File: config.mk
export PLATFORM = sky130hd
export DESIGN_NAME = ibm_sched
export DESIGN_NICKNAME = d
export VERILOG_FILES = /design/src/rtl/ibm_sched.sv
export SDC_FILE = /design/constraint.sdc
export NUM_CORES = 1
export LEC_CHECK = 0
export CAP_MARGIN = 20
export CORE_UTILIZATION = 35
export DETAILED_ROUTE_END_ITERATION = 10
export PLACE_DENSITY = 0.76
export SLEW_MARGIN = 40
export SYNTH_ARGS = -nofsm -noshare
export SYNTH_HDL_FRONTEND = slang
export SYNTH_SLANG_ARGS = --single-unit
export TNS_END_PERCENT = 100
File: constraint.sdc
create_clock -name i_clk -period 2.83 [get_ports i_clk]
set_clock_uncertainty 0.1 [all_clocks]
set_input_delay 0.7075 -clock i_clk [delete_from_list [all_inputs] [get_ports i_clk]]
set_output_delay 0.7075 -clock i_clk [all_outputs]
set_load 0.1 [all_outputs]
File: src/rtl/ibm_sched.sv
// ibm_sched: sequences syndrome sets through the ibm key-equation solver toward Chien search.
// Define IBM_SCHED_WATCHDOG_EN to abort solver jobs that exceed WDOG_LIMIT wait cycles.
module ibm_sched #(
  parameter int unsigned SYM_W      = 10,
  parameter int unsigned NSYND      = 8,
  parameter int unsigned NSIG       = 8,
  parameter int unsigned WDOG_LIMIT = 15
) (
  input  logic                   i_clk,
  input  logic                   i_rst,
  input  logic                   i_s_valid,
  output logic                   o_s_ready,
  input  logic                   i_s_mode,
  input  logic [1:0]             i_s_code,
  input  logic [NSYND*SYM_W-1:0] i_s_synd,
  output logic                   o_ibm_clear_and_wen,
  output logic                   o_ibm_mode,
  output logic [1:0]             o_ibm_code,
  output logic [NSYND*SYM_W-1:0] o_ibm_synd,
  input  logic                   i_ibm_valid,
  input  logic [NSIG*SYM_W-1:0]  i_ibm_sigma,
  output logic                   o_sig_valid,
  input  logic                   i_sig_ready,
  output logic [NSIG*SYM_W-1:0]  o_sigma,
  output logic [1:0]             o_sig_code,
  output logic                   o_sig_mode,
  output logic                   o_sig_zero,
  output logic                   o_sig_fail,
  output logic                   o_busy,
  output logic [15:0]            o_blk_cnt
);

  localparam int unsigned SYND_W = NSYND * SYM_W;
  localparam int unsigned SIG_W  = NSIG * SYM_W;
  localparam int unsigned CODE_W = 2;
  localparam int unsigned CNT_W  = 16;

  typedef enum logic {
    ST_IDLE = 1'b0,
    ST_WAIT = 1'b1
  } state_e;

  state_e              state_q, state_d;

  logic                pend_v_q, pend_v_d;
  logic                pend_zero_q, pend_zero_d;
  logic                pend_mode_q, pend_mode_d;
  logic [CODE_W-1:0]   pend_code_q, pend_code_d;
  logic [SYND_W-1:0]   pend_synd_q, pend_synd_d;

  logic                job_mode_q, job_mode_d;
  logic [CODE_W-1:0]   job_code_q, job_code_d;

  logic                sig_valid_q, sig_valid_d;
  logic [SIG_W-1:0]    sigma_q, sigma_d;
  logic [CODE_W-1:0]   sig_code_q, sig_code_d;
  logic                sig_mode_q, sig_mode_d;
  logic                sig_zero_q, sig_zero_d;
  logic [CNT_W-1:0]    blk_cnt_q, blk_cnt_d;

  logic                out_free_c;
  logic                accept_c;
  logic                launch_c;
  logic                sig_hs_c;

`ifdef IBM_SCHED_WATCHDOG_EN
  localparam int unsigned WDOG_W = 4;
  logic [WDOG_W-1:0]   wdog_q, wdog_d;
  logic                sig_fail_q, sig_fail_d;
`else
  logic                unused_wdog;
  assign unused_wdog = (WDOG_LIMIT == 0);
`endif

  assign out_free_c = ~sig_valid_q | i_sig_ready;
  assign accept_c   = i_s_valid & ~pend_v_q;
  assign sig_hs_c   = sig_valid_q & i_sig_ready;

  // State and datapath registers
  always_ff @(posedge i_clk) begin
    if (i_rst) begin
      state_q     <= ST_IDLE;
      pend_v_q    <= 1'b0;
      pend_zero_q <= 1'b0;
      pend_mode_q <= 1'b0;
      pend_code_q <= '0;
      pend_synd_q <= '0;
      job_mode_q  <= 1'b0;
      job_code_q  <= '0;
      sig_valid_q <= 1'b0;
      sigma_q     <= '0;
      sig_code_q  <= '0;
      sig_mode_q  <= 1'b0;
      sig_zero_q  <= 1'b0;
      blk_cnt_q   <= '0;
`ifdef IBM_SCHED_WATCHDOG_EN
      wdog_q      <= '0;
      sig_fail_q  <= 1'b0;
`endif
    end else begin
      state_q     <= state_d;
      pend_v_q    <= pend_v_d;
      pend_zero_q <= pend_zero_d;
      pend_mode_q <= pend_mode_d;
      pend_code_q <= pend_code_d;
      pend_synd_q <= pend_synd_d;
      job_mode_q  <= job_mode_d;
      job_code_q  <= job_code_d;
      sig_valid_q <= sig_valid_d;
      sigma_q     <= sigma_d;
      sig_code_q  <= sig_code_d;
      sig_mode_q  <= sig_mode_d;
      sig_zero_q  <= sig_zero_d;
      blk_cnt_q   <= blk_cnt_d;
`ifdef IBM_SCHED_WATCHDOG_EN
      wdog_q      <= wdog_d;
      sig_fail_q  <= sig_fail_d;
`endif
    end
  end

  // Next-state: dispatch pending set, capture solver result, accept new set
  always_comb begin
    state_d     = state_q;
    pend_v_d    = pend_v_q;
    pend_zero_d = pend_zero_q;
    pend_mode_d = pend_mode_q;
    pend_code_d = pend_code_q;
    pend_synd_d = pend_synd_q;
    job_mode_d  = job_mode_q;
    job_code_d  = job_code_q;
    sig_valid_d = sig_valid_q & ~i_sig_ready;
    sigma_d     = sigma_q;
    sig_code_d  = sig_code_q;
    sig_mode_d  = sig_mode_q;
    sig_zero_d  = sig_zero_q;
    blk_cnt_d   = blk_cnt_q + CNT_W'(sig_hs_c);
    launch_c    = 1'b0;
`ifdef IBM_SCHED_WATCHDOG_EN
    wdog_d      = wdog_q;
    sig_fail_d  = sig_fail_q;
`endif

    case (state_q)
      ST_IDLE: begin
        if (pend_v_q && out_free_c) begin
          pend_v_d = 1'b0;
          if (pend_zero_q) begin
            // All-zero syndromes mean no errors: answer without the solver
            sig_valid_d = 1'b1;
            sigma_d     = '0;
            sig_code_d  = pend_code_q;
            sig_mode_d  = pend_mode_q;
            sig_zero_d  = 1'b1;
`ifdef IBM_SCHED_WATCHDOG_EN
            sig_fail_d  = 1'b0;
`endif
          end else begin
            launch_c   = 1'b1;
            job_code_d = pend_code_q;
            job_mode_d = pend_mode_q;
            state_d    = ST_WAIT;
`ifdef IBM_SCHED_WATCHDOG_EN
            wdog_d     = '0;
`endif
          end
        end
      end
      ST_WAIT: begin
        if (i_ibm_valid) begin
          sig_valid_d = 1'b1;
          sigma_d     = i_ibm_sigma;
          sig_code_d  = job_code_q;
          sig_mode_d  = job_mode_q;
          sig_zero_d  = 1'b0;
          state_d     = ST_IDLE;
`ifdef IBM_SCHED_WATCHDOG_EN
          sig_fail_d  = 1'b0;
        end else if (wdog_q == WDOG_W'(WDOG_LIMIT - 1)) begin
          // Solver never answered: release downstream with a failed result
          sig_valid_d = 1'b1;
          sigma_d     = '0;
          sig_code_d  = job_code_q;
          sig_mode_d  = job_mode_q;
          sig_zero_d  = 1'b0;
          sig_fail_d  = 1'b1;
          state_d     = ST_IDLE;
        end else begin
          wdog_d = wdog_q + WDOG_W'(1);
`endif
        end
      end
      default: state_d = ST_IDLE;
    endcase

    if (accept_c) begin
      pend_v_d    = 1'b1;
      pend_synd_d = i_s_synd;
      pend_code_d = i_s_code;
      pend_mode_d = i_s_mode;
      pend_zero_d = (i_s_synd == '0);
    end
  end

  assign o_s_ready           = ~pend_v_q & ~i_rst;
  assign o_ibm_clear_and_wen = launch_c & ~i_rst;
  // Launch cycle drives the pending job; afterwards the launched job stays on the bus
  assign o_ibm_code          = o_ibm_clear_and_wen ? pend_code_q : job_code_q;
  assign o_ibm_mode          = o_ibm_clear_and_wen ? pend_mode_q : job_mode_q;
  assign o_ibm_synd          = pend_synd_q;
  assign o_sig_valid         = sig_valid_q;
  assign o_sigma             = sigma_q;
  assign o_sig_code          = sig_code_q;
  assign o_sig_mode          = sig_mode_q;
  assign o_sig_zero          = sig_zero_q;
  assign o_busy              = (state_q != ST_IDLE) | pend_v_q | sig_valid_q;
  assign o_blk_cnt           = blk_cnt_q;
`ifdef IBM_SCHED_WATCHDOG_EN
  assign o_sig_fail          = sig_fail_q;
`else
  assign o_sig_fail          = 1'b0;
`endif

endmodule

Word level (Yosys, flattened, before mapping)

Cells that the tools add are included.

Add/sub/neg operators: 1
Equal/unequal tests: 4
Mux-type cells: 30
Bitwise operators: 14
Reduce and logical (&&, ||, !) cells: 6

Operators with widths:

| kind               | number |
|---|---|
| $mux 80            | 3 |
| $pmux 80 s2        | 1 |
| $logic_not 80->1   | 1 |
| $mux 1             | 17 |
| $add 16x1->16      | 1 |
| $mux 2             | 4 |
| $pmux 1 s2         | 4 |
| $ne 2x2->1 const B | 3 |
| $not 1->1          | 6 |
| $reduce_and 3->1   | 2 |
| $and 1x1->1        | 5 |
| $pmux 2 s2         | 1 |
| $or 1x1->1         | 3 |
| $ne 2x1->1 const B | 1 |
| $reduce_and 2->1   | 1 |
| $reduce_bool 2->1  | 1 |
| $logic_and 1x1->1  | 1 |

Register bits: 190
Input port bits: 168
Output and inout port bits: 188
Logic and storage cells: 69

Logic depth before layout (Yosys ltp)

Gate-level depths: netlist (run 1).

Depth in word-level cells: 7
Mapped depth: 7
Depth with buffers taken out: 7

Worst setup path before layout (run 1)

Ideal clock, no wire load.

Path kind: register to output
From: register sig_valid_q, in the netlist o_sig_valid
To: output port o_ibm_code[0]
Arrival: 2.855 ns
Required time: 2.023 ns
Setup slack: -0.833 ns
Cell stages (with the launch flop): 5
Path buffers: 0
Cell sequence: dfxtp_1 -> and2b_1 -> or3_1 -> nor2_4 -> mux2_1

Longest elaborated chain between the ends: 7

RTL lines:

| element                       | RTL line | RTL |
|---|---|---|
| start: declaration            | 54       | `logic sig_valid_q, sig_valid_d;` |
| start signal: assignment      | 109      | `sig_valid_q <= sig_valid_d;` |
| $not 1->1                     | 75       | `assign out_free_c = ~sig_valid_q \| i_sig_ready;` |
| $or 1x1->1                    | 75       |  |
| $logic_and 1x1->1             | 146      | `if (pend_v_q && out_free_c) begin` |
| $mux 1                        | 146      |  |
| $mux 1                        | 144      | `case (state_q)` |
| $and 1x1->1                   | 206      | `assign o_ibm_clear_and_wen = launch_c & ~i_rst;` |
| named net o_ibm_clear_and_wen | 16       | `output logic o_ibm_clear_and_wen,` |
| $mux 2                        | 208      | `assign o_ibm_code = o_ibm_clear_and_wen ? pend_code_q : job_code_q;` |
| end: declaration              | 18       | `output logic [1:0] o_ibm_code,` |

The timed path passes the listed nets, and every way through them passes these cells.

Worst setup path after layout (run 1)

From: input port i_sig_ready
To: output port o_ibm_code[1]

Longest elaborated chain between the ends: 6

RTL lines:

| element            | RTL line | RTL |
|---|---|---|
| start: declaration | 23       | `input logic i_sig_ready,` |
| $or 1x1->1         | 75       |  |
| $logic_and 1x1->1  | 146      |  |
| $mux 1             | 146      |  |
| $mux 1             | 144      |  |
| $and 1x1->1        | 206      |  |
| $mux 2             | 208      |  |

No other way between the ends.

==> results.tsv, run 1 <==
metric	value	unit
rows	50	
synthFlopType	dfxtp_1	
switchingPower	2.33	mW
setup_viol	3	
synth_top_family_by_area	compound AO/OA/AOI/OAI gates	
whs_path_depth	2	
port_buffers	354	
syn_area	6640	µm²
powerDensity	639	nW/µm²
maxCapViolations	0	
synth_mux_area_frac	0.0113	
crit_family	simple AND/OR/NAND/NOR gates	
holdWs	0.355	ns
synth-xor-area-share	0.0145	
syn_inst	706	
cts_buffers	17	
fmax	0.347	GHz
dieArea	19500	µm²
clockPowerShare	0.336	
cts_root_buf	clkbuf_16	
seqCellArea	3800	µm²
critPathSlowestCell	or3_4	
final_layout_size_suffix_gt1_frac	0.237	
cts_tree	done	
cp.required	2.02	ns
internal_power	4.44	mW
critical-path-max-stage-delay	0.35	ns
ys_async_sr_fraction	0	
final-max-slew-violation-count	0	
ant_nets	0	
instances_no_fill	1293	
grtUsageTotal	0.221	
rsz0062_at_grt	yes	
syn_nets	876	
yosysWarnings	0	
multi_input_area	2620	µm²
power_leakage	4.38	nW
ys_types	42	
status	finished, violations left	
vias	6415	
violations	setup timing	
cts_htree_levels	4	
slew_headroom	0.533	
total_power	6.77	mW
cp.arrival	2.07	ns
netSwitchingFraction	0.344	
gp_congestion	0.802	
ys_ff_latch	190	
dp_hpwl	15800	µm
drcViolationCount	0	
worst_r2r_endpoint	o_blk_cnt[14]	
hold_viol	0	
min_path_type	reg -> reg	
synth_compound_area_frac	0.184	
antenna_found_initial	0	
finalCritPeriodShare	1.02	
coreArea	18600	µm²
fill_cells	1674	
synthAdderAreaFrac	0.00377	
worstRegToRegCells	7	
ctsLongestPathBuffers	2	
drt_iter0_markers	277	
seqPwrFrac	0.421	
die_h	140	µm
critPathLaunchType	primary input	
cts_sinks	190	
final_area	10600	µm²
syn_avg_cell_area	9.41	µm²
antenna_cells	0	
reg2reg_from	o_sig_valid	
clk_pin_slew	0.07	ns
ir_drop	415	µV
dr.pass1.iters	5	
grt_pass1_vias	6072	
holdCritStartpoint	o_ibm_synd[27]	
synthToLayoutAreaGrowth	59.5	%
min_to	o_ibm_synd[27]	
end_kind	output pin	
placed_area	10000	µm²
worst-path-buf-inv	2	
vias_per_cell	4.96	
critPathKind	in -> out	
ys_seq_area_frac	0.573	
synth-simple-area-share	0.173	
max_slew.worst_pin.slew	0.701	ns
initial_core_util	0.356	
grt_max_degree	85	
dieWidth	140	µm
crit_fanout	4	
ios	356	
wire_per_inst	16.9	µm
grt_pass1_wl	33500	µm
final_nets	1216	
worst_slack	-0.0478	ns
grt_overflow	0	
layout_commonest_cell	buf_4	
dp_cells	1260	
crit_chain	buf_6 > and2b_1 > or3_4 > nor2_4 > mux2_4 > buf_12	
synth_edf_count	0	
r2r_slack	1.02	ns
finalCriticalPeriod	2.88	ns
layout_common_cells	buf_4 (195), dfxtp_1 (189), nand2_1 (177)	
p_comb_frac	0.242	
drt-total-wl	21900	µm
clk_latency	0.43	ns
power by group through the flow:
stage / combinational [mW] / sequential, mW / clock [mW]
floorplan: 0.318 / 3.70 / 0
global placement: 1.64 / 2.91 / 0
detailed placement: 1.64 / 2.91 / 0
CTS: 1.65 / 2.85 / 2.33
global route: 1.70 / 2.87 / 2.45
finish: 1.64 / 2.85 / 2.28
sequential cells by signal, indices dropped and copies added, names as in the netlist, 2 cells and up:
signal,flops
o_sigma,80
pend_code_q,2
o_blk_cnt,16
job_code_q,2
o_ibm_synd,80
o_sig_code,2
worst max-delay path by stage:
stage	startpoint	endpoint	slack, ns	cells after the start
3_5_place_dp	i_sig_ready	o_ibm_mode	-0.48	6
4_1_cts	i_sig_ready	o_ibm_code[0]	-0.07	6
3_3_place_gp	i_sig_ready	o_ibm_mode	-0.47	6
6_report	i_sig_ready	o_ibm_code[1]	-0.05	6
5_1_grt	i_sig_ready	o_ibm_code[0]	-0.09	6
2_1_floorplan	i_sig_ready	o_ibm_code[0]	-0.36	4
worst min-delay path, cell delays in order, from the launching register on:
cell and delay, ns:
dfxtp_1 0.31, nand2_1 0.05, a21oi_1 0.05
stage by stage:
stage / setup slack [ns] / TNS (ns) / util
6_report: -0.0478 / -0.140 / 0.568
5_1_grt: -0.0932 / -0.278 / 0.568
4_1_cts: -0.0700 / -0.206 / 0.568
3_5_place_dp: -0.477 / -1.72 / 0.538
3_3_place_gp: -0.472 / -1.70 / 0.538
2_1_floorplan: -0.356 / -1.07 / -
cell type report:
class | instances | area share
tap | 234 | 0.0276
timing repair buffer | 370 | 0.312
clock inverter | 12 | 0.00992
inverter | 4 | 0.00142
clock buffer | 20 | 0.0422
sequential | 190 | 0.359
multi-input combinational | 463 | 0.247
per-layer routing:
metal,part of all wire,GRT usage,vias to the layer above,wire [µm]
met5,0,0,-,0
met4,0.015,0.0717,0,329
met3,0.083,0.0791,20,1810
met1,0.39,0.254,3001,8630
li1,-,-,3134,-
met2,0.51,0.382,260,11100
Yosys cell counts, drive strengths merged (3+ instances only):
| cell | instances | area share |
|---|---|---|
| dfxtp | 190 | 0.57 |
| nor4 | 23 | 0.023 |
| nand3 | 7 | 0.0053 |
| clkbuf | 23 | 0.013 |
| xnor2 | 9 | 0.012 |
| nand2 | 177 | 0.10 |
| a21oi | 90 | 0.068 |
| a211oi | 3 | 0.0034 |
| a22o | 77 | 0.10 |
| nor2b | 4 | 0.0038 |
| mux2i | 3 | 0.0045 |
| mux2 | 4 | 0.0068 |
| buf | 26 | 0.024 |
| nor3 | 6 | 0.0045 |
| nand2b | 4 | 0.0049 |
| nor2 | 29 | 0.018 |
| nand4 | 6 | 0.0057 |
| or3 | 3 | 0.0028 |
| inv | 4 | 0.0023 |
cell families after synthesis:
kind of cell             Yosys count
XOR/XNOR                          11
buffers and inverters             53
multiplexers                       7
flip-flops                       190
AND/OR/NAND/NOR                  264
AO/OA/AOI/OAI                    178
adder cells (fa/ha/maj)            2
other                              1
timing repair:
action,CTS,global route
setup endpoints to repair,4,4
hold buffers,0,0
pin swaps,2,2
resized for setup,5,0
setup buffers,1,0
hold endpoints to repair,0,0
Note: power is estimated with default switching activity, not from simulation.
==> run 2: changes to the inputs <==
ABC_CLOCK_PERIOD_IN_PS = 2830   (was default)
==> results of run 2 <==
The final DEF is identical to that of run 1; final timing and power are the same.
